**src/rtl/m_seq_pkg.sv**
```systemverilog
// -----------------------------------------------------------------------------
// m_seq_pkg
// Shared definitions for the 31-chip m-sequence generator and its receive-side
// synchroniser: LFSR width, seed, period, the synchroniser state encoding and
// the LFSR step function. Both ends of the link import this package so that
// the transmitted and replica sequences can never diverge.
// -----------------------------------------------------------------------------
package m_seq_pkg;

    localparam int                LFSR_W     = 5;
    localparam logic [LFSR_W-1:0] LFSR_SEED  = 5'b11111;
    localparam int                SEQ_PERIOD = 31;

    typedef enum logic [1:0] {
        ST_IDLE   = 2'd0,
        ST_SEARCH = 2'd1,
        ST_LOCK   = 2'd2
    } sync_state_t;

    // Fibonacci step: new MSB is Q[3]^Q[0], everything else shifts right.
    function automatic logic [LFSR_W-1:0] lfsr_step(input logic [LFSR_W-1:0] q);
        return {q[3] ^ q[0], q[4:1]};
    endfunction

endpackage

```
**src/rtl/m_seq_lfsr.sv**
```systemverilog
// -----------------------------------------------------------------------------
// m_seq_lfsr
// 5-bit maximal-length LFSR (period 31) with an advance enable and a
// synchronous reseed. Usable both as the transmit generator and as the local
// replica inside the synchroniser.
//
// Ports
//   clk     in  clock
//   rst_n   in  asynchronous active-low reset (loads the seed)
//   adv     in  advance one chip on this clk
//   reseed  in  reload the seed on this clk (wins over adv)
//   chip    out current chip, Q[0]
// -----------------------------------------------------------------------------
module m_seq_lfsr
    import m_seq_pkg::*;
(
    input  logic clk,
    input  logic rst_n,
    input  logic adv,
    input  logic reseed,
    output logic chip
);

    logic [LFSR_W-1:0] q;

    always_ff @(posedge clk or negedge rst_n) begin
        if (!rst_n) begin
            q <= LFSR_SEED;
        end else if (reseed) begin
            q <= LFSR_SEED;
        end else if (adv) begin
            q <= lfsr_step(q);
        end
    end

    assign chip = q[0];

endmodule

```
**src/rtl/m_code_31_sync.sv**
```systemverilog
// -----------------------------------------------------------------------------
// m_code_31_sync
// Serial-search code synchroniser for a 31-chip m-sequence. A local replica
// is correlated against the received chips over 31-chip windows. While
// searching, each failing window holds the replica back by one chip (a slip)
// so that every code phase is eventually tried. A window with at least
// THRESH matches declares lock; MISS_LIMIT consecutive failing windows in
// lock drop back to search.
//
// Parameters
//   THRESH      matches per window needed to count as correlated (0..31)
//   MISS_LIMIT  consecutive failing windows that lose lock (1..15)
//
// Ports
//   clk         in  clock
//   rst_n       in  asynchronous active-low reset
//   chip_stb    in  one-clk strobe marking a valid received chip
//   rx_chip     in  received chip, sampled when chip_stb=1
//   sync_en     in  enable; 0 forces IDLE and reseeds the replica
//   local_chip  out current replica chip
//   corr_cnt    out match count of the last completed window
//   locked      out high while in LOCK
//   slip        out one-clk pulse on the chip where the replica is held
//   state       out IDLE=0, SEARCH=1, LOCK=2
// -----------------------------------------------------------------------------
module m_code_31_sync
    import m_seq_pkg::*;
#(
    parameter int unsigned THRESH     = 29,
    parameter int unsigned MISS_LIMIT = 2
) (
    input  logic       clk,
    input  logic       rst_n,
    input  logic       chip_stb,
    input  logic       rx_chip,
    input  logic       sync_en,
    output logic       local_chip,
    output logic [4:0] corr_cnt,
    output logic       locked,
    output logic       slip,
    output logic [1:0] state
);

    localparam logic [4:0] THRESH_L   = THRESH[4:0];
    localparam logic [3:0] MISS_LIM_L = MISS_LIMIT[3:0];
    localparam logic [4:0] WIN_LAST   = 5'(SEQ_PERIOD - 1);

    sync_state_t state_q, state_d;

    logic [4:0] win_cnt;
    logic [4:0] match_cnt;
    logic [4:0] corr_q;
    logic [3:0] miss_cnt, miss_d;
    logic       slip_arm, arm_set;

    logic       active;
    logic       slip_chip;
    logic       cnt_en;
    logic       win_end;
    logic [4:0] match_sum;
    logic       corr_ok;

    // A strobe is either consumed as the slip chip (replica held, nothing
    // counted) or correlated normally; never both.
    assign active    = sync_en && (state_q != ST_IDLE);
    assign slip_chip = active && chip_stb && slip_arm;
    assign cnt_en    = active && chip_stb && !slip_arm;
    assign win_end   = cnt_en && (win_cnt == WIN_LAST);

    // At most 30 matches are held before the last chip, so the final count
    // including the last chip tops out at 31 and fits without saturation.
    assign match_sum = match_cnt + {4'd0, rx_chip == local_chip};
    assign corr_ok   = (match_sum >= THRESH_L);

    m_seq_lfsr u_lfsr (
        .clk    (clk),
        .rst_n  (rst_n),
        .adv    (cnt_en),
        .reseed (!sync_en),
        .chip   (local_chip)
    );

    always_ff @(posedge clk or negedge rst_n) begin
        if (!rst_n) begin
            state_q <= ST_IDLE;
        end else begin
            state_q <= state_d;
        end
    end

    // Decisions use the window total including the chip on this edge, so
    // locked and corr_cnt change together on the final strobe of a window.
    always_comb begin
        state_d = state_q;
        miss_d  = miss_cnt;
        arm_set = 1'b0;
        if (!sync_en) begin
            state_d = ST_IDLE;
            miss_d  = 4'd0;
        end else begin
            case (state_q)
                ST_IDLE: begin
                    state_d = ST_SEARCH;
                end
                ST_SEARCH: begin
                    if (win_end) begin
                        if (corr_ok) begin
                            state_d = ST_LOCK;
                            miss_d  = 4'd0;
                        end else begin
                            arm_set = 1'b1;
                        end
                    end
                end
                ST_LOCK: begin
                    if (win_end) begin
                        if (corr_ok) begin
                            miss_d = 4'd0;
                        end else if ((miss_cnt + 4'd1) >= MISS_LIM_L) begin
                            state_d = ST_SEARCH;
                            miss_d  = 4'd0;
                            arm_set = 1'b1;
                        end else begin
                            miss_d = miss_cnt + 4'd1;
                        end
                    end
                end
                default: begin
                    state_d = ST_IDLE;
                end
            endcase
        end
    end

    always_ff @(posedge clk or negedge rst_n) begin
        if (!rst_n) begin
            win_cnt   <= 5'd0;
            match_cnt <= 5'd0;
            corr_q    <= 5'd0;
            miss_cnt  <= 4'd0;
            slip_arm  <= 1'b0;
        end else begin
            miss_cnt <= miss_d;
            if (!sync_en) begin
                // corr_q deliberately survives a disable.
                win_cnt   <= 5'd0;
                match_cnt <= 5'd0;
                slip_arm  <= 1'b0;
            end else begin
                if (slip_chip) begin
                    slip_arm <= 1'b0;
                end else if (arm_set) begin
                    slip_arm <= 1'b1;
                end
                if (cnt_en) begin
                    if (win_end) begin
                        corr_q    <= match_sum;
                        win_cnt   <= 5'd0;
                        match_cnt <= 5'd0;
                    end else begin
                        win_cnt   <= win_cnt + 5'd1;
                        match_cnt <= match_sum;
                    end
                end
            end
        end
    end

    assign corr_cnt = corr_q;
    assign locked   = (state_q == ST_LOCK);
    assign slip     = slip_chip;
    assign state    = state_q;

endmodule
```
**config.mk**
```make
export PLATFORM = sky130hd
export DESIGN_NAME = m_code_31_sync
export DESIGN_NICKNAME = d
export VERILOG_FILES = /design/src/rtl/m_seq_pkg.sv /design/src/rtl/m_seq_lfsr.sv /design/src/rtl/m_code_31_sync.sv
export SDC_FILE = /design/constraint.sdc
export NUM_CORES = 1
export LEC_CHECK = 0
export CORE_ASPECT_RATIO = 0.9
export CORE_MARGIN = 8
export CORE_UTILIZATION = 45
export DETAILED_ROUTE_END_ITERATION = 8
export PLACE_DENSITY = 0.68
export SLEW_MARGIN = 20
export SYNTH_ARGS = -nofsm -noshare
export SYNTH_HDL_FRONTEND = slang
export SYNTH_SLANG_ARGS = --single-unit
```
**constraint.sdc**
```tcl
create_clock -name clk -period 2.1 [get_ports clk]
set_clock_uncertainty 0.05 [all_clocks]
set_input_delay 0.315 -clock clk [delete_from_list [all_inputs] [get_ports clk]]
set_output_delay 0.315 -clock clk [all_outputs]
set_load 0.05 [all_outputs]
```
==> summary.md <==
| Metric | Value |
|---|---|
| Fmax | ~440 MHz |
| Syn Std Cell Area | 1484 µm² |
| Post-route setup slack | -0.1903 ns |
| Minimum clock period | 2.290 ns |
| Seq cells post-synth | 27 |
| Global-route wire length before repair | about 5800 µm |
| Area grow syn2layout | 36.34% |
| Cells after synthesis | about 150 |
| Status | finished with violations |
| Post-synth cell types | 39 |
| Largest net degree at the start of global routing | 28 |
| Worst skew pair latency | about 0.32 ns |
| RSZ-0062 raised after global routing | true |
| Biggest area consumer among synthesized cells | dfrtp_1 |
| Final non-filler cell total | 234 |
| Setup CP Type | reg2reg |
| Most frequent cells in the layout | buf_4 (23), nand2_1 (22), dfrtp_1 (20) |
| Fin. max-slew vios | 0 |
| Total number of vias | approximately 1.3k |
| Drt initial violations | 50 |
| Tot GR Track Use | 12.68% |
| Critical Path End Type | flop |
| Post-synthesis net count | about 170 |
| Clk buf depth | 2 |
| Design Area, Final | 2023 µm² |
| Slew @ Worst Pin | 0.5000 ns |
| Synth warn | 0 |
| Placed Cells | 226 |
| Fin nets | 208 |
| TNS Setup | -0.6182 ns |
| Final Cycle Share | 109.1% |
| Core Rows | 19 |
| Starting density of the core | approximately half |
| Max-cap violations | 0 |
| Pwr Density | between 800 and 900 nW/µm² |
| Root Driver | clkbuf_4 |
| Dpl cell area | roughly 1900 µm² |
| # setup viols final | 6 |
| Num Clock Sinks | 27 |
| Peak VDD IR | 0.0007450 V |
| Worst Path Arrival | 2.45 ns |
| Avg Cell Area, Syn | around 9.7 µm² |
| Data required, critical path | 2.26 ns |
| Initial antenna violation count | 0 |
| Worst setup SP type | flop |
| Seq/Total Area, Yosys | between 40 and 50% |
| Max_slew headroom | between 60% and 70% |
| Hold/Removal Path Class | in2async |
| Ranking of synthesized cells by area | dfrtp_1 (37%), dfstp_2 (8.9%), ha_1 (8.4%) |
| Remaining antenna violation count | 0 |
| Core area | roughly 3100 µm² |
| Routability cong. | 0.8476 |
| Die area | around 5400 µm² |
| Die X | 76.53 µm |
| Failing checks | negative setup slack |
| Via density | 5.363 |
| DRC | 0 |
| Final HPWL DP | 2494 µm |
| Final hold slack | between 0.2 and 0.3 ns |
| Max Fanout on Critical Path | 3 |
| Num CTS Buffers | 3 |
| Synth top area share | about 37% |
| Main synth FF type | dfrtp_1 |
| Post-synth EDFFs | 0 |
| Leakage | roughly 0.00090 µW |
| Leading cell type in the layout, fill and taps excluded | buf_4 |
| Vias in the first global route | ~1.3k |
| CTS clock-pin slew for the worst setup and hold paths | approximately 0.15 ns |
| Io pins | 15 |
| Layout cells sized above 1 | ~33% |
| CTS tree | yes |
| 1st-pass router iterations | 4 |
| Avg WL per Cell | approximately 15 µm |
| GRT overflow | 0 |
| Final Hold Vio Count | 0 |
| Hold Buf Count CTS | 0 |
| FFs w/ async S/R, synth | 100.0% |
| Total wire length | about 3400 µm |
| Die Y | between 70 and 80 µm |
| Port bufs | 14 |
| H-tree levels | 1 |
| ANT cells | 0 |
## logic make-up after synthesis
| group | count (synthesis) | share of synthesized area (%) |
|---|---|---|
| muxes | 4 | 2.951 |
| and+or+nand+nor | 59 | 19.56 |
| DFF | 27 | 45.95 |
| AOI/OAI and AO/OA | 34 | 15.43 |
| adders and majority gates | 10 | 8.432 |
| xor gates and xnor gates | 8 | 4.721 |
| buffers and inverters | 11 | 2.951 |
## layer usage
metal,GRT usage [%],up-vias,wire length (µm),part of all wire [%]
met5,0,-,0,0
met4,1.279,0,12,0.35
met3,3.708,2,168,4.9
met2,21.86,29,1708,50
met1,15.69,612,1528,45
li1,-,612,-,-
## power by group
part           leakage [µW]  switching (µW)  internal (µW)  total, µW
registers          0.000354            60.6            594        655
clock network     0.0000177             150           71.4        222
logic              0.000533             456            378        834
## final timing paths
path	from	endpoint	slack [ns]	cells after the start
hold reg to reg	u_lfsr.q[2]$_DFFE_PN1P_	u_lfsr.q[2]$_DFFE_PN1P_	0.45	2
hold / removal	rst_n	corr_cnt[3]$_DFFE_PN0P_	0.28	2
setup reg to reg	u_lfsr.q[0]$_DFFE_PN1P_	state[0]$_DFFE_PN0P_	-0.19	10
setup / recovery	u_lfsr.q[0]$_DFFE_PN1P_	state[0]$_DFFE_PN0P_	-0.19	10
min in group clk	u_lfsr.q[2]$_DFFE_PN1P_	u_lfsr.q[2]$_DFFE_PN1P_	0.45	2
max in group asynchronous	rst_n	u_lfsr.q[1]$_DFFE_PN1P_	1.41	2
## layout make-up
class	instances	area, µm²
Clock buffer	3	22.52
Clock inverter	1	5.005
Fill cell	258	1067
Inverter	8	30.03
Multi-Input combinational cell	115	883.3
Sequential cell	27	684.4
Tap cell	42	52.55
Timing Repair Buffer	38	345.3
## worst max-delay path, stage by stage, from the launching register on
cell and delay [ns]:
dfstp_2 0.58, xnor2_2 0.13, ha_4 0.18, buf_4 0.13, nand2_2 0.07, a32oi_4 0.28
a211oi_2 0.11, buf_4 0.15, o211ai_1 0.27, buf_4 0.17, a22oi_2 0.06
## flip-flops by register name, indices dropped and copies added (netlist names)
signal	flops
corr_cnt	5
match_cnt	5
miss_cnt	4
slip_arm	1
state	2
u_lfsr.q	5
win_cnt	5
## per-stage QoR
stage | setup slack (ns) | power (µW) | utilization [%]
after floorplan | -0.2744 | 1087 | -
after global placement | -0.4436 | 1358 | 60.32
after detailed placement | -0.4697 | 1379 | 60.32
after CTS | -0.1784 | 1639 | 63.20
after global routing | -0.3148 | 1828 | 65.47
final | -0.1903 | 1710 | 65.47
## synthesized netlist by cell type, types with 2 or more instances
library cell and instances:
a21oi_1 8, a22o_1 2, and2_1 3, and4b_1 3, buf_2 2, dfrtp_1 22, dfstp_2 5, ha_1 10
inv_1 8, mux2_2 2, nand2_1 23, nand3_1 9, nand4_1 2, nor2_1 10, nor2b_1 2, nor3_1 2
o211ai_1 3, o21ai_0 9, o21ai_1 2, xnor2_1 4, xor2_1 4
## repair_timing
item	4_1_cts	5_1_grt
buffers inserted	2	2
resized for setup	8	13
pin swaps	10	5
setup endpoints to repair	7	8
Note: power is estimated with default switching activity, not from simulation.
